<file path="config.mk">
export PLATFORM = sky130hd
export DESIGN_NAME = fibonacci_sequencer_flat
export DESIGN_NICKNAME = d
export VERILOG_FILES = /design/src/rtl/fibonacci_sequencer_if.sv /design/src/rtl/fibonacci_sequencer.sv /design/src/flat_wrapper.sv
export SDC_FILE = /design/constraint.sdc
export NUM_CORES = 1
export LEC_CHECK = 0
export ABC_AREA = 1
export CAP_MARGIN = 20
export CORE_AREA = 8 8 87 89
export CTS_CLUSTER_DIAMETER = 150
export DETAILED_ROUTE_END_ITERATION = 8
export DIE_AREA = 0 0 95 97
export HOLD_SLACK_MARGIN = 0.02
export PLACE_DENSITY = 0.73
export SLEW_MARGIN = 20
export SYNTH_ARGS = -nofsm -noshare
export SYNTH_HDL_FRONTEND = slang
export SYNTH_SLANG_ARGS = --single-unit
</file>
<file path="constraint.sdc">
create_clock -name clk -period 3.25 [get_ports clk]
set_input_delay 0.8125 -clock clk [delete_from_list [all_inputs] [get_ports clk]]
set_output_delay 0.8125 -clock clk [all_outputs]
set_load 0.01 [all_outputs]
</file>
<file path="src/rtl/fibonacci_sequencer_if.sv">
// Request/result bundle between host control, the Fibonacci responder and the result consumer.
// The master modport is the sequencer's view; the slave modport is the environment's view.
interface fibonacci_sequencer_if;
  logic        start;
  logic [4:0]  first_idx;
  logic [4:0]  last_idx;
  logic        busy;
  logic        calc_begin;
  logic [4:0]  calc_input_s;
  logic [15:0] calc_result;
  logic        calc_done;
  logic        res_valid;
  logic        res_ready;
  logic [4:0]  res_index;
  logic [15:0] res_value;
  logic        res_ovf;
  logic        seq_done;
  logic        timeout_err;

  modport master (
    input  start, first_idx, last_idx, calc_result, calc_done, res_ready,
    output busy, calc_begin, calc_input_s, res_valid, res_index, res_value,
           res_ovf, seq_done, timeout_err
  );

  modport slave (
    output start, first_idx, last_idx, calc_result, calc_done, res_ready,
    input  busy, calc_begin, calc_input_s, res_valid, res_index, res_value,
           res_ovf, seq_done, timeout_err
  );
endinterface

</file>
<file path="src/rtl/fibonacci_sequencer.sv">
// Walks an index range, issues one begin_fibo request per index to a Fibonacci responder and
// streams each result out on a valid/ready port tagged with its index.
module fibonacci_sequencer #(
  parameter int TIMEOUT   = 64,
  parameter int OVF_INDEX = 24
) (
  input logic                   clk,
  input logic                   reset_n,
  fibonacci_sequencer_if.master bus
);
  localparam int            CW        = $clog2(TIMEOUT + 1);
  localparam logic [CW-1:0] TIMEOUT_C = CW'(TIMEOUT);
  localparam logic [4:0]    OVF_IDX_C = 5'(OVF_INDEX);

  typedef enum logic [2:0] {
    S_IDLE   = 3'd0,
    S_ISSUE  = 3'd1,
    S_WAIT   = 3'd2,
    S_PUSH   = 3'd3,
    S_FINISH = 3'd4
  } state_e;

  state_e        state_q, state_d;
  logic [4:0]    idx_q, idx_d;
  logic [4:0]    last_q, last_d;
  logic [CW-1:0] wait_cnt_q, wait_cnt_d;
  logic [CW-1:0] wait_inc_s;
  logic [CW-1:0] min_wait_s;
  logic          gate_open_s;
  logic          busy_q, busy_d;
  logic          calc_begin_q, calc_begin_d;
  logic [4:0]    calc_input_q, calc_input_d;
  logic          res_valid_q, res_valid_d;
  logic [4:0]    res_index_q, res_index_d;
  logic [15:0]   res_value_q, res_value_d;
  logic          res_ovf_q, res_ovf_d;
  logic          seq_done_q, seq_done_d;
  logic          timeout_err_q, timeout_err_d;

  // A responder's done may still be high from the previous request, so it only counts once
  // the responder has had at least max(idx,1) cycles to produce the new value.
  assign wait_inc_s  = wait_cnt_q + CW'(1'b1);
  assign min_wait_s  = (idx_q == 5'd0) ? CW'(1'b1) : CW'(idx_q);
  assign gate_open_s = bus.calc_done && (wait_cnt_q >= min_wait_s);

  // Next-state and registered-output computation
  always_comb begin
    state_d       = state_q;
    idx_d         = idx_q;
    last_d        = last_q;
    wait_cnt_d    = wait_cnt_q;
    res_index_d   = res_index_q;
    res_value_d   = res_value_q;
    res_ovf_d     = res_ovf_q;
    timeout_err_d = timeout_err_q;

    case (state_q)
      S_IDLE: begin
        if (bus.start) begin
          idx_d         = bus.first_idx;
          last_d        = bus.last_idx;
          timeout_err_d = 1'b0;
          state_d       = (bus.first_idx > bus.last_idx) ? S_FINISH : S_ISSUE;
        end else begin
          state_d = S_IDLE;
        end
      end
      S_ISSUE: begin
        wait_cnt_d = {CW{1'b0}};
        state_d    = S_WAIT;
      end
      S_WAIT: begin
        if (gate_open_s) begin
          res_value_d = bus.calc_result;
          res_index_d = idx_q;
          res_ovf_d   = (idx_q > OVF_IDX_C);
          state_d     = S_PUSH;
        end else if (wait_inc_s == TIMEOUT_C) begin
          timeout_err_d = 1'b1;
          state_d       = S_FINISH;
        end else begin
          wait_cnt_d = wait_inc_s;
        end
      end
      S_PUSH: begin
        // Compare before incrementing so last_idx=31 ends without wrapping idx.
        if (bus.res_ready) begin
          if (idx_q == last_q) begin
            state_d = S_FINISH;
          end else begin
            idx_d   = idx_q + 5'd1;
            state_d = S_ISSUE;
          end
        end else begin
          state_d = S_PUSH;
        end
      end
      S_FINISH: begin
        state_d = S_IDLE;
      end
      default: begin
        state_d = S_IDLE;
      end
    endcase

    busy_d       = (state_d != S_IDLE);
    calc_begin_d = (state_d == S_ISSUE);
    calc_input_d = (state_d == S_ISSUE) ? idx_d : calc_input_q;
    res_valid_d  = (state_d == S_PUSH);
    seq_done_d   = (state_d == S_FINISH);
  end

  // State and output registers
  always_ff @(posedge clk or negedge reset_n) begin
    if (!reset_n) begin
      state_q       <= S_IDLE;
      idx_q         <= 5'd0;
      last_q        <= 5'd0;
      wait_cnt_q    <= {CW{1'b0}};
      busy_q        <= 1'b0;
      calc_begin_q  <= 1'b0;
      calc_input_q  <= 5'd0;
      res_valid_q   <= 1'b0;
      res_index_q   <= 5'd0;
      res_value_q   <= 16'd0;
      res_ovf_q     <= 1'b0;
      seq_done_q    <= 1'b0;
      timeout_err_q <= 1'b0;
    end else begin
      state_q       <= state_d;
      idx_q         <= idx_d;
      last_q        <= last_d;
      wait_cnt_q    <= wait_cnt_d;
      busy_q        <= busy_d;
      calc_begin_q  <= calc_begin_d;
      calc_input_q  <= calc_input_d;
      res_valid_q   <= res_valid_d;
      res_index_q   <= res_index_d;
      res_value_q   <= res_value_d;
      res_ovf_q     <= res_ovf_d;
      seq_done_q    <= seq_done_d;
      timeout_err_q <= timeout_err_d;
    end
  end

  assign bus.busy         = busy_q;
  assign bus.calc_begin   = calc_begin_q;
  assign bus.calc_input_s = calc_input_q;
  assign bus.res_valid    = res_valid_q;
  assign bus.res_index    = res_index_q;
  assign bus.res_value    = res_value_q;
  assign bus.res_ovf      = res_ovf_q;
  assign bus.seq_done     = seq_done_q;
  assign bus.timeout_err  = timeout_err_q;
endmodule

</file>
<file path="src/flat_wrapper.sv">
// flat-port wrapper written by rule: the top's interface ports become plain ports
module fibonacci_sequencer_flat 
#(
  parameter int TIMEOUT   = 64,
  parameter int OVF_INDEX = 24
)
  (clk, reset_n, bus_start, bus_first_idx, bus_last_idx, bus_calc_result, bus_calc_done, bus_res_ready, bus_busy, bus_calc_begin, bus_calc_input_s, bus_res_valid, bus_res_index, bus_res_value, bus_res_ovf, bus_seq_done, bus_timeout_err);
  fibonacci_sequencer_if bus_i ();
  input logic clk;
  input logic reset_n;
  input wire logic [$bits(bus_i.start)-1:0] bus_start;
  input wire logic [$bits(bus_i.first_idx)-1:0] bus_first_idx;
  input wire logic [$bits(bus_i.last_idx)-1:0] bus_last_idx;
  input wire logic [$bits(bus_i.calc_result)-1:0] bus_calc_result;
  input wire logic [$bits(bus_i.calc_done)-1:0] bus_calc_done;
  input wire logic [$bits(bus_i.res_ready)-1:0] bus_res_ready;
  output wire logic [$bits(bus_i.busy)-1:0] bus_busy;
  output wire logic [$bits(bus_i.calc_begin)-1:0] bus_calc_begin;
  output wire logic [$bits(bus_i.calc_input_s)-1:0] bus_calc_input_s;
  output wire logic [$bits(bus_i.res_valid)-1:0] bus_res_valid;
  output wire logic [$bits(bus_i.res_index)-1:0] bus_res_index;
  output wire logic [$bits(bus_i.res_value)-1:0] bus_res_value;
  output wire logic [$bits(bus_i.res_ovf)-1:0] bus_res_ovf;
  output wire logic [$bits(bus_i.seq_done)-1:0] bus_seq_done;
  output wire logic [$bits(bus_i.timeout_err)-1:0] bus_timeout_err;
  assign bus_i.start = bus_start;
  assign bus_i.first_idx = bus_first_idx;
  assign bus_i.last_idx = bus_last_idx;
  assign bus_i.calc_result = bus_calc_result;
  assign bus_i.calc_done = bus_calc_done;
  assign bus_i.res_ready = bus_res_ready;
  assign bus_busy = bus_i.busy;
  assign bus_calc_begin = bus_i.calc_begin;
  assign bus_calc_input_s = bus_i.calc_input_s;
  assign bus_res_valid = bus_i.res_valid;
  assign bus_res_index = bus_i.res_index;
  assign bus_res_value = bus_i.res_value;
  assign bus_res_ovf = bus_i.res_ovf;
  assign bus_seq_done = bus_i.seq_done;
  assign bus_timeout_err = bus_i.timeout_err;
  fibonacci_sequencer #(.TIMEOUT(TIMEOUT), .OVF_INDEX(OVF_INDEX)) u_core (.clk(clk), .reset_n(reset_n), .bus(bus_i));
endmodule
</file>
==> Flow_metrics.wiki, run 1 <==
{| class="wikitable"
! Metric !! Value
|-
| Height of the chip || 97 microns
|-
| Cell types with the largest area share after synthesis || dfrtp_1, nand2_1, ha_1
|-
| Run status || complete, no violations
|-
| Overall fraction of global-route tracks in use || 15.01%
|-
| Worst reg2reg endpoint || u_core.bus.res_ovf
|-
| Final worst path period share || 80.49%
|-
| Critical Path Sink Type || flip-flop
|-
| Full die area || 9215 sq um
|-
| Register area share after synthesis || between 40% and 50%
|-
| Number of buffers created by CTS || 5
|-
| Number of inserted filler cells in the final layout || 590
|-
| Post-route setup TNS || 0 ns
|-
| Top-area cell type share of the netlist area || 47.82%
|-
| Final non-filler cell area || 3505 sq um
|-
| Overall power consumption || about 3.1 mW
|-
| Net count, final || 456
|-
| Area of the mapped netlist || 2721 sq um
|-
| Maximum number of buffers from clock root to sink || 2
|-
| Via count of the first global-routing pass || 2402
|-
| Final critical-path required period || 2.616 ns
|-
| RSZ-0062 raised after global routing || no
|-
| Vias per Instance || 4.939
|-
| Fraction of final layout cells with drive strength greater than 1 || 7.506%
|-
| WP data arrival || between 2 and 3 ns
|-
| Type of element launching the critical path || flip-flop
|-
| Number of detailed-routing iterations run before antenna repair || 4
|-
| Area delta synth->final || 28.78%
|-
| Crit path buf inv count || 2
|-
| Number of DRC violations after detailed-routing iteration 0 || 76
|-
| Count of pins on the block boundary || 63
|-
| Net count after synthesis || 392
|-
| Inst Count DP || approximately 480
|-
| Post CTS Setup Buffer Count || 0
|-
| Origin of the critical flop-to-flop path || u_core.idx_q[0]
|-
| Worst slew margin relative to its limit || 69.09%
|-
| Setup violators final || 0
|-
| Leading cell types in the layout, fill and taps excluded || nand2_1, clkdlybuf4s50_1, dfrtp_1, inv_1, nand3_1
|-
| Switching component of the power || between 1 and 1.5 mW
|-
| Clock slew at the register clock pins of the worst setup and hold paths || 0.10 ns
|-
| Final Skew || about 0.007 ns
|-
| Residual DRC || 0
|-
| Worst setup path category || flip-flop to flip-flop
|-
| Number of antenna cells inserted || 0
|-
| Post-synthesis register bit count || 52
|-
| Switching Fraction || 43.81%
|-
| Placed cell areas || roughly 3400 sq um
|-
| Final hold vios || 0
|-
| Met1 capacity usage during global routing || 19.59%
|-
| CTS tree || done
|-
| Met3 capacity usage during global routing || 3.555%
|-
| Total of cells resized after clock tree synthesis || 0
|-
| Max IR drop VDD || 0.0005280 V
|-
| TritonCTS Sinks || 52
|-
| Worst Reg2Reg Path Length in Cells || 13
|-
| Effective utilization at floorplan || between 40 and 50%
|-
| Average cell area after synthesis || 7.820 sq um
|-
| Least-Margin Pin Slew || 0.4636 ns
|-
| Per-cell routed wire length || 13.66 microns
|-
| Gate Count Post-Synth || 348
|-
| Library cells used by synthesis || 31
|-
| Worst path top cell family by delay || simple AND/OR/NAND/NOR gates
|-
| Sequential fraction of design power || 35.2%
|-
| Post-route insts no fill || 490
|-
| Fraction of power consumed by the clock network || between 10% and 20%
|-
| Root buffer cell || clkbuf_8
|-
| Worst reg2reg setup slack || 0.63 ns
|-
| Area of the core || 6205 sq um
|-
| Number of core rows || 29
|-
| Max incr delay on CP || 0.42 ns
|-
| Routed Antenna Nets || 0
|-
| Worst Path Required || about 3.5 ns
|-
| Post-CTS Hold Fix Bufs || 0
|-
| Post-detailed-placement half-perimeter wirelength || 5252 microns
|-
| Met2 Usage GRT || 24.20%
|-
| Largest driver fanout on the critical path || 17
|-
| Layer carrying the most global-route usage || met2
|-
| H-tree depth || 2
|-
| Warning count from the yosys run || 0
|-
| Post-synthesis cell type with the largest combined area || dfrtp_1
|-
| Pin count of the biggest net entering global routing || 39
|-
| Initial antenna violation count || 0
|-
| Share of total power in combinational logic || about 52%
|-
| Worst hold path type || input pin to asynchronous set/reset pin
|-
| Chain of cells forming the critical path || inv_1 > ha_1 > nand4_1 > nand2_1 > ha_1 > nand2_1 > nor2_1 > nand4_1 > nand3_1 > nand3_1 > inv_2 > nand2_1 > o21ai_0
|-
| Slowest cell on the critical path || dfrtp_1
|-
| Most numerous cell on the critical path || nand2_1
|-
| Total detailed-routing wirelength || 6693 microns
|-
| Achievable clock frequency || around 380 MHz
|-
| Port Buffers || 62
|-
| Areal power density over the cells || 884.5 nW/um^2
|-
| Number of pins with negative max-slew slack in the final report || 0
|-
| Gpl congestion || around 0.88
|-
| Die W || 95 microns
|-
| Leak || 1.778 nW
|-
| Max cap viols || 0
|-
| Commonest non-fill, non-tap cell in the layout || nand2_1
|-
| DR vias || between 2000 and 2500
|-
| Total congestion overflow || 0
|-
| Pint || around 1.7 mW
|-
| Worst-skew pair later-pin latency || 0.31 ns
|-
| Global-route wire length before repair || 11250 microns
|-
| Post-layout util || 56.48%
|}
-- registers in the layout (all words and copies together) (netlist names) --
| signal | flops |
|---|---|
| u_core.bus.res_index | 5 |
| u_core.bus.calc_input_s | 5 |
| u_core.bus.seq_done | 1 |
| u_core.idx_q | 5 |
| u_core.bus.res_valid | 1 |
| u_core.bus.res_ovf | 1 |
| u_core.bus.timeout_err | 1 |
| u_core.bus.calc_begin | 1 |
| u_core.state_q | 3 |
| u_core.last_q | 5 |
| u_core.wait_cnt_q | 7 |
| u_core.bus.busy | 1 |
| u_core.bus.res_value | 16 |
-- power by group through the flow --
stage          clock [mW]  combinational, mW  sequential [mW]
2_1_floorplan           0              0.945             1.13
3_3_place_gp            0               1.57             1.10
3_5_place_dp            0               1.62             1.10
4_1_cts             0.409               1.63             1.09
5_1_grt             0.436               1.81             1.13
6_report            0.392               1.62             1.09
-- cell usage after synthesis, drive strengths merged --
master,n
nor2,20
buf,4
xor2,2
nand4,8
inv,36
xnor2,1
a22oi,2
a21oi,4
nand3,25
nor3,2
dfrtp,52
o22ai,1
o21ai,21
o21a,1
nand2,149
nor3b,1
clkbuf,3
ha,13
o21bai,1
clkinv,2
-- worst max-delay path by stage --
stage | start | depth (start not counted) | slack (ns) | end
2_1_floorplan | bus_last_idx[4] | 12 | 1.16 | u_core.bus.calc_input_s[4]
3_3_place_gp | bus_last_idx[4] | 13 | 0.49 | u_core.bus.calc_input_s[1]
3_5_place_dp | bus_last_idx[4] | 13 | 0.45 | u_core.bus.calc_input_s[4]
4_1_cts | u_core.idx_q[1] | 13 | 0.64 | u_core.bus.res_ovf
5_1_grt | u_core.idx_q[0] | 13 | 0.39 | u_core.bus.res_ovf
6_report | u_core.idx_q[0] | 13 | 0.63 | u_core.bus.res_ovf
-- layer usage --
metal | share of wire [%] | routed length (microns)
met1 | 44 | 2971
met3 | 5.0 | 335
met4 | 0.63 | 42
met2 | 50 | 3344
met5 | 0 | 0
-- cell families after synthesis --
family | after synthesis | share of synthesized area (%)
AOI/OAI and AO/OA | 30 | 6.069
xor gates and xnor gates | 3 | 0.9657
adders and majority gates | 13 | 5.977
buffers and inverters | 45 | 6.666
DFF | 52 | 47.82
and+or+nand+nor | 205 | 32.51
-- stage by stage --
step                hold WS (ns)  setup slack (ns)
floorplan                 0.4717             1.155
global placement          0.4634            0.4930
detailed placement        0.4686            0.4539
CTS                       0.3890            0.6396
global route              0.4004            0.3869
finish                    0.3918            0.6341
-- area by class of cell --
type                            instances  area, sq um  share of cell area [%]
Tap cell                               77        96.34                   2.749
Clock inverter                          3        25.02                  0.7140
Multi-Input combinational cell        251         1239                   35.34
Clock buffer                            5        68.82                   1.964
Timing Repair Buffer                   64        630.6                   17.99
Inverter                               38        143.9                   4.106
Sequential cell                        52         1301                   37.13
Power figures use the tool's default switching activity.
==> run 2: changes to the inputs <==
- PLACE_DENSITY: 0.73 -> 0.76
- clock period: 3.25 -> 2.11 ns (I/O delays scaled with it)
==> run 2 against run 1 <==
Compared with the run above: the run now ends with negative setup slack left; global-route usage increased by 1.4 points; core utilization increased by 6.8 points; die area unchanged; sequential power increased by 51%; register-to-register slack got worse by 0.75 ns; via count increased by 7.4%; sequential share of layout area decreased by 4.0 points; clock power increased by 47%; critical endpoint is now u_core.bus.res_index[2]; largest cell class is now multi-input gates.
==> Flow_metrics.wiki, run 2 (synthesis gave the netlist of run 1 again) <==
{| class="wikitable"
! Metric !! Value
|-
| Share of total power in combinational logic || 61.0%
|-
| Worst slew margin relative to its limit || between 60% and 70%
|-
| Final hold vios || 0
|-
| Effective utilization at floorplan || 43.86%
|-
| Net count, final || 485
|-
| Post-CTS Hold Fix Bufs || 0
|-
| Die W || roughly 95 microns
|-
| Critical Path Sink Type || flip-flop
|-
| Number of core rows || 29
|-
| Per-cell routed wire length || 14.61 microns
|-
| Pint || 3.270 mW
|-
| Gpl congestion || 0.9117
|-
| Commonest non-fill, non-tap cell in the layout || nand2_1
|-
| Worst hold path type || input pin to asynchronous set/reset pin
|-
| Final critical-path required period || 2.223 ns
|-
| Post-Route M1 WL || 3141 microns
|-
| Final worst path period share || 105.3%
|-
| Number of detailed-routing iterations run before antenna repair || 4
|-
| Areal power density over the cells || 1458 nW/um^2
|-
| Met2 Routed Length || around 3900 microns
|-
| Number of DRC violations after detailed-routing iteration 0 || 146
|-
| Worst Path Required || 2.31 ns
|-
| Residual DRC || 0
|-
| Chain of cells forming the critical path || inv_2 > ha_4 > nand4_1 > nand2_1 > ha_1 > nand2_1 > nor2_1 > nand4_1 > nand3_2 > nand3_4 > buf_4 > clkbuf_16 > buf_4 > nand2_1 > o21ai_1
|-
| Post-route worst setup slack || -0.1127 ns
|-
| Global-route wire length before repair || 12350 microns
|-
| Run status || finished with violations
|-
| Largest driver fanout on the critical path || 4
|-
| Post-detailed-placement half-perimeter wirelength || 5582 microns
|-
| Final Skew || 0.005629 ns
|-
| Maximum number of buffers from clock root to sink || 2
|-
| Final non-filler cell area || 3924 sq um
|-
| Max reg flops || 16
|-
| Number of antenna cells inserted || 0
|-
| Number of pins with negative max-slew slack in the final report || 0
|-
| Pin count of the biggest net entering global routing || 33
|-
| Overall fraction of global-route tracks in use || between 10% and 20%
|-
| Fraction of power consumed by the clock network || 10.1%
|-
| Routed Antenna Nets || 0
|-
| CTS tree || done
|-
| Uppermost routed layer || met4
|-
| RSZ-0062 raised after global routing || yes
|-
| Number of inserted filler cells in the final layout || between 500 and 600
|-
| WP data arrival || 2.42 ns
|-
| Leak || around 2 nW
|-
| Setup violators final || 15
|-
| Worst-skew pair later-pin latency || 0.31 ns
|-
| Area delta synth->final || 44.18%
|-
| Switching component of the power || 2.452 mW
|-
| Fraction of final layout cells with drive strength greater than 1 || between 15 and 20%
|-
| Met3 Wirelength || 440 microns
|-
| Post-layout util || 63.24%
|-
| Initial antenna violation count || 0
|-
| Clock slew at the register clock pins of the worst setup and hold paths || approximately 0.1 ns
|-
| Total detailed-routing wirelength || 7583 microns
|-
| Worst setup path category || flip-flop to flip-flop
|-
| Achievable clock frequency || around 450 MHz
|-
| Max incr delay on CP || approximately 0.4 ns
|-
| Max cap viols || 0
|-
| Area of the core || 6205 sq um
|-
| TritonCTS Sinks || 52
|-
| Least-Margin Pin Slew || roughly 0.51 ns
|-
| Placed cell areas || 3598 sq um
|-
| Port Buffers || between 60 and 70
|-
| Via count of the first global-routing pass || 2620
|-
| DR vias || 2598
|-
| H-tree depth || 2
|-
| Leading cell types in the layout, fill and taps excluded || nand2_1, clkdlybuf4s50_1, dfrtp_1, inv_1, buf_4
|-
| Violations in the final reports || negative setup slack
|-
| Height of the chip || 97 microns
|-
| Switching Fraction || 42.85%
|-
| Total congestion overflow || 0
|-
| Vias per Instance || 5.006
|-
| Type of element launching the critical path || flip-flop
|-
| Count of pins on the block boundary || 63
|-
| Full die area || 9215 sq um
|-
| Most numerous cell on the critical path || nand2_1
|-
| Slowest cell on the critical path || dfrtp_1
|-
| Max IR drop VDD || around 0.00071 V
|-
| Root buffer cell || clkbuf_8
|-
| Number of buffers created by CTS || 5
|-
| Sequential fraction of design power || 28.9%
|}
-- run 2: critical path, delay by kind of cell, from the launching register on --
family,cells,cell delay (ns)
DFF,1,0.39
AOI/OAI and AO/OA,1,0.06
adders and majority gates,2,0.44
and+or+nand+nor,8,0.70
buffers and inverters,4,0.50
-- run 2: timing repair --
action | CTS | global route
pin swaps | 10 | 13
endpoints found under the setup margin | 32 | 38
gates cloned | 0 | 4
buffers inserted | 1 | 4
gates resized for setup | 13 | 22
-- run 2: cell type report --
cell class | count | area, sq um | share of cell area (%)
Inverter | 38 | 150.1 | 3.827
Clock inverter | 2 | 16.27 | 0.4145
Sequential cell | 52 | 1301 | 33.16
Multi-Input combinational cell | 252 | 1341 | 34.18
Timing Repair Buffer | 92 | 945.9 | 24.11
Tap cell | 77 | 96.34 | 2.455
Clock buffer | 6 | 72.57 | 1.849
-- run 2: metrics by stage --
step	setup TNS, ns	power [mW]	hold slack (ns)	setup slack, ns	cells
2_1_floorplan	0	3.203	0.2319	0.02524	348
3_3_place_gp	-2.550	4.471	0.4616	-0.3184	502
3_5_place_dp	-3.594	4.571	0.4669	-0.3751	502
4_1_cts	-0.1765	5.290	0.1839	-0.05256	511
5_1_grt	-6.829	6.200	0.2098	-0.2668	519
6_report	-0.6512	5.722	0.1783	-0.1127	519
-- run 2: path summary, 6_finish.rpt --
check | from | to | slack, ns | cells after the start
setup / recovery | u_core.idx_q[1] | u_core.bus.res_index[2] | -0.11 | 15
hold / removal | reset_n | u_core.bus.calc_input_s[3] | 0.18 | 1
setup reg to reg | u_core.idx_q[1] | u_core.bus.res_index[2] | -0.11 | 15
hold reg to reg | u_core.bus.res_value[3] | u_core.bus.res_value[3] | 0.48 | 2
max in group asynchronous | reset_n | u_core.wait_cnt_q[6] | 1.38 | 2
min in group clk | u_core.bus.res_value[3] | u_core.bus.res_value[3] | 0.48 | 2
-- run 2: power by group through the flow --
stage | registers [mW] | clock network (mW) | logic (mW)
after detailed placement | 1.66 | 0 | 2.91
after CTS | 1.65 | 0.600 | 3.04
after global placement | 1.64 | 0 | 2.83
after floorplan | 1.75 | 0 | 1.46
after global routing | 1.70 | 0.628 | 3.87
final | 1.65 | 0.576 | 3.49
-- run 2: metal layers --
| layer | vias to the layer above | track usage (%) |
|---|---|---|
| met4 | 0 | 5.288 |
| met3 | 8 | 3.555 |
| met5 | - | 0 |
| met2 | 70 | 27.68 |
| li1 | 1289 | - |
| met1 | 1231 | 20.10 |
